[src/rtl/fan_cmd_pkg.sv]
// Shared constants for the fan-controller command receiver: ASCII codes,
// receiver state encoding and command pulse bit positions.
package fan_cmd_pkg;

    localparam logic [7:0] CHR_CR    = 8'h0D;
    localparam logic [7:0] CHR_LF    = 8'h0A;
    localparam logic [7:0] CHR_F     = 8'h46;
    localparam logic [7:0] CHR_PLUS  = 8'h2B;
    localparam logic [7:0] CHR_MINUS = 8'h2D;
    localparam logic [7:0] CHR_0     = 8'h30;
    localparam logic [7:0] CHR_S     = 8'h53;
    localparam logic [7:0] CHR_R     = 8'h52;
    localparam logic [7:0] CHR_L     = 8'h4C;
    localparam logic [7:0] CHR_T     = 8'h54;

    typedef enum logic [3:0] {
        IDLE  = 4'b0001,
        START = 4'b0010,
        DATA  = 4'b0100,
        STOP  = 4'b1000
    } rx_state_e;

    localparam int NUM_CMD   = 8;
    localparam int CMD_INC   = 0;
    localparam int CMD_BACK  = 1;
    localparam int CMD_IDLE  = 2;
    localparam int CMD_SS    = 3;
    localparam int CMD_ROT   = 4;
    localparam int CMD_LED   = 5;
    localparam int CMD_TIMER = 6;
    localparam int CMD_ERR   = 7;

    function automatic logic is_term(input logic [7:0] b);
        return (b == CHR_CR) || (b == CHR_LF);
    endfunction

endpackage

[src/rtl/uart_cmd_rx_if.sv]
// Serial input and decoded command outputs of the command receiver.
interface uart_cmd_rx_if;
    logic       uart_rx;
    logic [7:0] rx_byte;
    logic       rx_valid;
    logic       wind_inc;
    logic       wind_back;
    logic       fan_idle;
    logic       servo_ss;
    logic       servo_rot;
    logic       led_tog;
    logic       timer_step;
    logic       cmd_err;

    modport master (
        output uart_rx,
        input  rx_byte, rx_valid, wind_inc, wind_back, fan_idle,
               servo_ss, servo_rot, led_tog, timer_step, cmd_err
    );

    modport slave (
        input  uart_rx,
        output rx_byte, rx_valid, wind_inc, wind_back, fan_idle,
               servo_ss, servo_rot, led_tog, timer_step, cmd_err
    );
endinterface

[src/rtl/uart_cmd_rx_byte.sv]
// 8N1 UART byte receiver: 2-flop synchroniser, mid-bit sampling, framing
// error detection with a wait-for-idle-high recovery.
module uart_byte_rx
    import fan_cmd_pkg::*;
#(
    parameter int CLKS_PER_BIT = 13020
) (
    input  logic       clk,
    input  logic       reset_p,
    input  logic       uart_rx_i,
    output logic [7:0] rx_byte_o,
    output logic       rx_valid_o,
    output logic       frame_err_o
);
    localparam int HALF  = CLKS_PER_BIT / 2;
    localparam int CNT_W = $clog2(CLKS_PER_BIT);

    rx_state_e        state_q;
    logic             sync1_q, sync2_q;
    logic [CNT_W-1:0] cnt_q;
    logic [2:0]       bit_q;
    logic [7:0]       shift_q, byte_q;
    logic             vld_q, ferr_q, wait_hi_q;

    always_ff @(posedge clk) begin
        if (reset_p) begin
            state_q   <= IDLE;
            sync1_q   <= 1'b1;
            sync2_q   <= 1'b1;
            cnt_q     <= '0;
            bit_q     <= '0;
            shift_q   <= '0;
            byte_q    <= '0;
            vld_q     <= 1'b0;
            ferr_q    <= 1'b0;
            wait_hi_q <= 1'b0;
        end else begin
            sync1_q <= uart_rx_i;
            sync2_q <= sync1_q;
            vld_q   <= 1'b0;
            ferr_q  <= 1'b0;
            case (state_q)
                IDLE: begin
                    // After a framing error the line must go idle-high before a new start bit counts
                    if (wait_hi_q) begin
                        if (sync2_q) wait_hi_q <= 1'b0;
                    end else if (!sync2_q) begin
                        state_q <= START;
                        cnt_q   <= '0;
                    end
                end
                START: begin
                    if (cnt_q == CNT_W'(HALF - 1)) begin
                        cnt_q   <= '0;
                        bit_q   <= '0;
                        state_q <= sync2_q ? IDLE : DATA;
                    end else begin
                        cnt_q <= cnt_q + CNT_W'(1);
                    end
                end
                DATA: begin
                    if (cnt_q == CNT_W'(CLKS_PER_BIT - 1)) begin
                        cnt_q   <= '0;
                        shift_q <= {sync2_q, shift_q[7:1]};
                        bit_q   <= bit_q + 3'd1;
                        if (bit_q == 3'd7) state_q <= STOP;
                    end else begin
                        cnt_q <= cnt_q + CNT_W'(1);
                    end
                end
                STOP: begin
                    if (cnt_q == CNT_W'(CLKS_PER_BIT - 1)) begin
                        cnt_q   <= '0;
                        state_q <= IDLE;
                        if (sync2_q) begin
                            byte_q <= shift_q;
                            vld_q  <= 1'b1;
                        end else begin
                            ferr_q    <= 1'b1;
                            wait_hi_q <= 1'b1;
                        end
                    end else begin
                        cnt_q <= cnt_q + CNT_W'(1);
                    end
                end
                default: state_q <= IDLE;
            endcase
        end
    end

    assign rx_byte_o   = byte_q;
    assign rx_valid_o  = vld_q;
    assign frame_err_o = ferr_q;
endmodule

[src/rtl/uart_cmd_rx.sv]
// Line buffer and exact-match decoder turning received text lines into
// one-cycle, one-hot command pulses.
module uart_cmd_rx
    import fan_cmd_pkg::*;
#(
    parameter int SYS_FREQ = 125,
    parameter int BAUD     = 9600,
    parameter int MAX_LEN  = 8
) (
    input  logic          clk,
    input  logic          reset_p,
    uart_cmd_rx_if.slave  bus
);
    localparam int CLKS_PER_BIT = SYS_FREQ * 1_000_000 / BAUD;
    localparam int LEN_W        = $clog2(MAX_LEN + 1);
    localparam int IDX_W        = $clog2(MAX_LEN);

    typedef logic [MAX_LEN-1:0][7:0] line_t;

    logic [7:0]         byte_w;
    logic               vld_w, ferr_w;
    line_t              buf_q;
    logic [LEN_W-1:0]   len_q;
    logic               bad_q, ovf_q;
    logic [NUM_CMD-1:0] cmd_q, dec, cmd_d;
    logic               term, fire;

    uart_byte_rx #(.CLKS_PER_BIT(CLKS_PER_BIT)) u_byte_rx (
        .clk         (clk),
        .reset_p     (reset_p),
        .uart_rx_i   (bus.uart_rx),
        .rx_byte_o   (byte_w),
        .rx_valid_o  (vld_w),
        .frame_err_o (ferr_w)
    );

    // Unused buffer slots are always zero, so a whole-buffer compare is an exact match
    function automatic line_t pat(input logic [7:0] c0, input logic [7:0] c1);
        line_t p;
        p    = '0;
        p[0] = c0;
        p[1] = c1;
        return p;
    endfunction

    always_comb begin
        dec = '0;
        if (bad_q || ovf_q)                                        dec[CMD_ERR]   = 1'b1;
        else if (len_q == LEN_W'(2) && buf_q == pat(CHR_F, CHR_PLUS))  dec[CMD_INC]   = 1'b1;
        else if (len_q == LEN_W'(2) && buf_q == pat(CHR_F, CHR_MINUS)) dec[CMD_BACK]  = 1'b1;
        else if (len_q == LEN_W'(2) && buf_q == pat(CHR_F, CHR_0))     dec[CMD_IDLE]  = 1'b1;
        else if (len_q == LEN_W'(1) && buf_q == pat(CHR_S, 8'h00))     dec[CMD_SS]    = 1'b1;
        else if (len_q == LEN_W'(1) && buf_q == pat(CHR_R, 8'h00))     dec[CMD_ROT]   = 1'b1;
        else if (len_q == LEN_W'(1) && buf_q == pat(CHR_L, 8'h00))     dec[CMD_LED]   = 1'b1;
        else if (len_q == LEN_W'(1) && buf_q == pat(CHR_T, 8'h00))     dec[CMD_TIMER] = 1'b1;
        else                                                       dec[CMD_ERR]   = 1'b1;
        term  = vld_w && is_term(byte_w);
        fire  = term && (len_q != '0 || bad_q);
        cmd_d = fire ? dec : '0;
    end

    always_ff @(posedge clk) begin
        if (reset_p) begin
            buf_q <= '0;
            len_q <= '0;
            bad_q <= 1'b0;
            ovf_q <= 1'b0;
            cmd_q <= '0;
        end else begin
            cmd_q <= cmd_d;
            if (ferr_w) bad_q <= 1'b1;
            if (fire) begin
                buf_q <= '0;
                len_q <= '0;
                bad_q <= 1'b0;
                ovf_q <= 1'b0;
            end else if (vld_w && !term) begin
                if (len_q < LEN_W'(MAX_LEN)) begin
                    buf_q[len_q[IDX_W-1:0]] <= byte_w;
                    len_q <= len_q + LEN_W'(1);
                end else begin
                    ovf_q <= 1'b1;
                end
            end
        end
    end

    assign bus.rx_byte    = byte_w;
    assign bus.rx_valid   = vld_w;
    assign bus.wind_inc   = cmd_q[CMD_INC];
    assign bus.wind_back  = cmd_q[CMD_BACK];
    assign bus.fan_idle   = cmd_q[CMD_IDLE];
    assign bus.servo_ss   = cmd_q[CMD_SS];
    assign bus.servo_rot  = cmd_q[CMD_ROT];
    assign bus.led_tog    = cmd_q[CMD_LED];
    assign bus.timer_step = cmd_q[CMD_TIMER];
    assign bus.cmd_err    = cmd_q[CMD_ERR];
endmodule

[src/flat_wrapper.sv]
// flat-port wrapper written by rule: the top's interface ports become plain ports
module uart_cmd_rx_flat import fan_cmd_pkg::*;
#(
    parameter int SYS_FREQ = 125,
    parameter int BAUD     = 9600,
    parameter int MAX_LEN  = 8
)
  (clk, reset_p, bus_uart_rx, bus_rx_byte, bus_rx_valid, bus_wind_inc, bus_wind_back, bus_fan_idle, bus_servo_ss, bus_servo_rot, bus_led_tog, bus_timer_step, bus_cmd_err);
  uart_cmd_rx_if bus_i ();
  input  logic clk;
  input  logic reset_p;
  input wire logic [$bits(bus_i.uart_rx)-1:0] bus_uart_rx;
  output wire logic [$bits(bus_i.rx_byte)-1:0] bus_rx_byte;
  output wire logic [$bits(bus_i.rx_valid)-1:0] bus_rx_valid;
  output wire logic [$bits(bus_i.wind_inc)-1:0] bus_wind_inc;
  output wire logic [$bits(bus_i.wind_back)-1:0] bus_wind_back;
  output wire logic [$bits(bus_i.fan_idle)-1:0] bus_fan_idle;
  output wire logic [$bits(bus_i.servo_ss)-1:0] bus_servo_ss;
  output wire logic [$bits(bus_i.servo_rot)-1:0] bus_servo_rot;
  output wire logic [$bits(bus_i.led_tog)-1:0] bus_led_tog;
  output wire logic [$bits(bus_i.timer_step)-1:0] bus_timer_step;
  output wire logic [$bits(bus_i.cmd_err)-1:0] bus_cmd_err;
  assign bus_i.uart_rx = bus_uart_rx;
  assign bus_rx_byte = bus_i.rx_byte;
  assign bus_rx_valid = bus_i.rx_valid;
  assign bus_wind_inc = bus_i.wind_inc;
  assign bus_wind_back = bus_i.wind_back;
  assign bus_fan_idle = bus_i.fan_idle;
  assign bus_servo_ss = bus_i.servo_ss;
  assign bus_servo_rot = bus_i.servo_rot;
  assign bus_led_tog = bus_i.led_tog;
  assign bus_timer_step = bus_i.timer_step;
  assign bus_cmd_err = bus_i.cmd_err;
  uart_cmd_rx #(.SYS_FREQ(SYS_FREQ), .BAUD(BAUD), .MAX_LEN(MAX_LEN)) u_core (.clk(clk), .reset_p(reset_p), .bus(bus_i));
endmodule
[config.mk]
export PLATFORM = sky130hd
export DESIGN_NAME = uart_cmd_rx_flat
export DESIGN_NICKNAME = d
export VERILOG_FILES = /design/src/rtl/fan_cmd_pkg.sv /design/src/rtl/uart_cmd_rx_if.sv /design/src/rtl/uart_cmd_rx_byte.sv /design/src/rtl/uart_cmd_rx.sv /design/src/flat_wrapper.sv
export SDC_FILE = /design/constraint.sdc
export NUM_CORES = 1
export LEC_CHECK = 0
export BUFFER_PORTS_ARGS = -buffer_cell sky130_fd_sc_hd__buf_2
export CAP_MARGIN = 25
export CORE_MARGIN = 5
export CORE_UTILIZATION = 50
export CTS_CLUSTER_DIAMETER = 200
export DETAILED_ROUTE_END_ITERATION = 6
export PLACE_DENSITY = 0.76
export SLEW_MARGIN = 5
export SYNTH_ARGS = -nofsm -noshare
export SYNTH_HDL_FRONTEND = slang
export SYNTH_SLANG_ARGS = --single-unit
export TNS_END_PERCENT = 1
[constraint.sdc]
create_clock -name clk -period 2 [get_ports clk]
set_clock_uncertainty 0.1 [all_clocks]
set_input_delay 0.1 -clock clk [delete_from_list [all_inputs] [get_ports clk]]
set_output_delay 0.1 -clock clk [all_outputs]
set_load 0.03 [all_outputs]
==> impl_metrics.tcl <==
set metrics [dict create \
    status "finished, violations left" \
    failed_checks "negative setup slack" \
    grt.overflow.total 0 \
    yosys_warnings 0 \
    cpPeakStageDelay_ns 0.41 \
    synth_ff_type "dfxtp_1" \
    start_util_pct 50.5 \
    p_per_area_nw_per_um2 819 \
    fin_hold_ws_ns 0.206 \
    portBuffers 19 \
    yosysSeqAreaShare_pct 46.7 \
    antenna_found_initial 0 \
    max_freq_ghz 0.489 \
    cts_sinks 120 \
    final_hold_viol_count 0 \
    r2r_slack_ns -0.05 \
    hp-class "in -> reg" \
    ant_nets 0 \
    die-area_um2 12400 \
    antenna_cells 0 \
    final_nets 619 \
    worstHoldStart "bus_uart_rx" \
    netlist_area_um2 5140 \
    path_max_fanout 7 \
    synth_nets 554 \
    cts_tree "yes" \
    cts_buffer_depth 2 \
    dp_cells 718 \
    maxCapViolCount 0 \
    worstSetupStartpointType "flop" \
    tightest_slew_ns 0.437 \
    numCtsBuffers 17 \
    die_x_um 111 \
    hold_path_depth 3 \
    cts_root_buf "clkbuf_8" \
    grt_pass1_wl_um 20100 \
    io_pins 20 \
    grt_pass1_vias 4232 \
    num-fill-cells 766 \
    cp_slowest_cell "nor4bb_4" \
    htreeDepth 4 \
    ir_drop_mv 0.553 \
    setup_viol 4 \
    synthToLayoutAreaGrowth_pct 27.3 \
    drive_gt1_share_pct 26.4 \
    drt_pass1_iterations 5 \
    setup_ws_ns -0.0461 \
    final_cells 757 \
    finalCritPeriodShare_pct 102 \
    vias 4195 \
    synthArstFlopShare_pct 0 \
    cp_top_family "simple AND/OR/NAND/NOR gates" \
    routed_wirelength_um 12100 \
    reg2reg_depth 8 \
    core_um2 10200 \
    crit_buf_inv 2 \
    hpwl_um 7790 \
    drv_slew 0 \
    globalRouteTotalUtil_pct 19.8 \
    period_needed_ns 2.05 \
    slew_headroom_pct 70.5 \
    rsz0062_at_grt "true" \
    path_class "reg -> reg" \
    synth.avg_cell_area_um2 9.47 \
    worstPathRequired_ns 2.35 \
    clk_latency_ns 0.51 \
    die_y_um 111 \
    timing.rr.end "u_core.u_byte_rx.state_q[2]$_SDFFE_PP0P_" \
    end_kind "flop" \
    place.gp.congestion 0.881 \
    hold-path-endpoint "u_core.u_byte_rx.sync1_q$_SDFF_PP1_" \
    critical_path.cell_chain "inv_1 -> ha_1 -> nand4b_1 -> nor4bb_4 -> nor2_2 -> buf_4 -> nor4b_1 -> o21a_1" \
    place_ws_ns -0.124 \
    crit_arrival_ns 2.40 \
    p_leak_uw 0.00278 \
    syn_inst 543 \
    ys_ff_latch 120 \
    cts.reportedPaths.clkPinSlew_ns 0.06 \
    detail_route.iter0.violations 197 \
    ys_types 56 \
    synth_edf_count 0 \
    seqCellArea_um2 2420 \
    vias_per_cell 5.54 \
    multiInputGateArea_um2 2710 \
    fin_util_pct 64.3 \
    drc 0 \
    rows 37 \
    grt_max_degree 42 \
    wire_per_inst_um 16.0 \
    rr_startpoint "u_core.u_byte_rx.cnt_q[1]$_SDFFE_PP0P_" \
]
layout by cell type (no fill, tap or decap), types with 8 or more instances in the layout:
cell	count
buf_2	20
nand4_1	9
nand2_1	15
nand3_1	16
dfxtp_1	107
buf_6	9
o21ai_0	9
xor2_1	14
a21oi_1	11
mux2i_1	72
buf_4	49
nor4_1	11
nor2_1	107
dfxtp_2	13
ha_1	8
clkbuf_16	16
routing by layer:
layer	vias to the layer above	GRT usage, %	part of all wire, %
met4	0	8.27	0.60
met2	87	32.6	51
li1	2048	-	-
met3	8	5.43	3.9
met5	-	0	0
met1	2052	24.5	44
worst reg2reg max path, stage by stage, from the launching register on:
cell and delay, ns:
dfxtp_2 0.34, inv_1 0.06, ha_1 0.15, nand4b_1 0.16, nor4bb_4 0.41, nor2_2 0.08
buf_4 0.16, nor4b_1 0.35, o21a_1 0.18
cells by family after synthesis:
group | Yosys count | synth area share, %
AOI/OAI and AO/OA | 51 | 6.74
xor gates and xnor gates | 17 | 2.90
adders and majority gates | 8 | 1.95
buffers and inverters | 45 | 3.72
DFF | 120 | 46.7
muxes | 73 | 14.2
and+or+nand+nor | 229 | 23.8
repair_timing:
item	4_1_cts	5_1_grt
pin swaps	0	9
setup buffers	2	2
cloned	0	1
resized for setup	7	38
hold endpoints to repair	28	0
hold buffers	2	0
endpoints found under the setup margin	26	94
through the flow:
stage	total power (uW)	instance area [um^2]	setup TNS, ns
after floorplan	2510	5190	-4.35
after global placement	2540	5730	-0.127
after detailed placement	2550	5730	-0.392
after CTS	5380	6360	-0.0486
after global routing	5520	6550	-1.10
final	5360	6550	-0.120
sequential cells by signal, summed over array words and instances, names as in the netlist:
signal                        cells
u_core.buf_q                     64
u_core.u_byte_rx.rx_byte_o        8
u_core.u_byte_rx.wait_hi_q        1
u_core.u_byte_rx.sync1_q          1
u_core.u_byte_rx.sync2_q          1
u_core.u_byte_rx.rx_valid_o       1
u_core.u_byte_rx.bit_q            3
u_core.bad_q                      1
u_core.u_byte_rx.shift_q          8
u_core.ovf_q                      1
u_core.u_byte_rx.frame_err_o      1
u_core.u_byte_rx.cnt_q           14
u_core.u_byte_rx.state_q          4
u_core.cmd_q                      8
u_core.len_q                      4
worst max path at each step:
stage	cells after the start	slack [ns]	endpoint	startpoint
finish	8	-0.05	u_core.u_byte_rx.state_q[2]$_SDFFE_PP0P_	u_core.u_byte_rx.cnt_q[1]$_SDFFE_PP0P_
global route	8	-0.09	u_core.u_byte_rx.state_q[2]$_SDFFE_PP0P_	u_core.u_byte_rx.cnt_q[1]$_SDFFE_PP0P_
CTS	5	-0.03	u_core.u_byte_rx.cnt_q[9]$_SDFFE_PP0P_	u_core.u_byte_rx.wait_hi_q$_SDFFE_PP0P_
detailed placement	7	-0.12	u_core.u_byte_rx.bit_q[2]$_SDFFE_PP0P_	u_core.u_byte_rx.cnt_q[0]$_SDFFE_PP0P_
global placement	7	-0.05	u_core.u_byte_rx.bit_q[2]$_SDFFE_PP0P_	u_core.u_byte_rx.cnt_q[0]$_SDFFE_PP0P_
floorplan	6	-0.09	u_core.u_byte_rx.cnt_q[9]$_SDFFE_PP0P_	u_core.u_byte_rx.sync2_q$_SDFF_PP1_
Yosys cell counts, drive strengths merged (2+ instances only):
cell     count  area [um^2]
a21oi       13         65.1
xnor2        3         26.3
a21boi       2         15.0
nand3b       2         15.0
and3         2         12.5
nand4b       3         26.3
clkbuf      22         82.6
o211ai       4         30.0
and2         4         25.0
o2111ai      6         52.6
nand4        9         56.3
or4b         2         20.0
nor3b        7         52.6
dfxtp      120         2400
nand2       17         63.8
nand2b       4         25.0
inv          7         26.3
nand3       17         85.1
xor2        14          123
nor2       109          409
a2bb2oi      2         17.5
ha           8          100
nor3         6         30.0
or4          3         22.5
o21ai       10         50.0
nor4b        6         58.8
buf         15         78.8
mux2i       73          731
a31oi        3         18.8
nor4        20          183
and4         2         17.5
o21a         2         15.0
a311oi       2         23.8
or3          7         43.8
or2          3         18.8
nor4bb       2         20.0
area by class of cell:
type	count	share of cell area (%)
repair buffers	83	9.92
multi-input cells	378	41.4
clock inverters	14	2.08
well taps	136	2.60
clock buffers	18	6.54
flip-flops and latches	120	36.9
inverters	8	0.478
power by group:
part / leakage [uW] / internal [uW] / switching, uW
Sequential: 0.000973 / 2400 / 3.77
Combinational: 0.00154 / 40.8 / 66.2
Clock: 0.000264 / 1710 / 1150
Total: 0.00278 / 4140 / 1220
No activity file was read; power rests on OpenSTA's default activity.
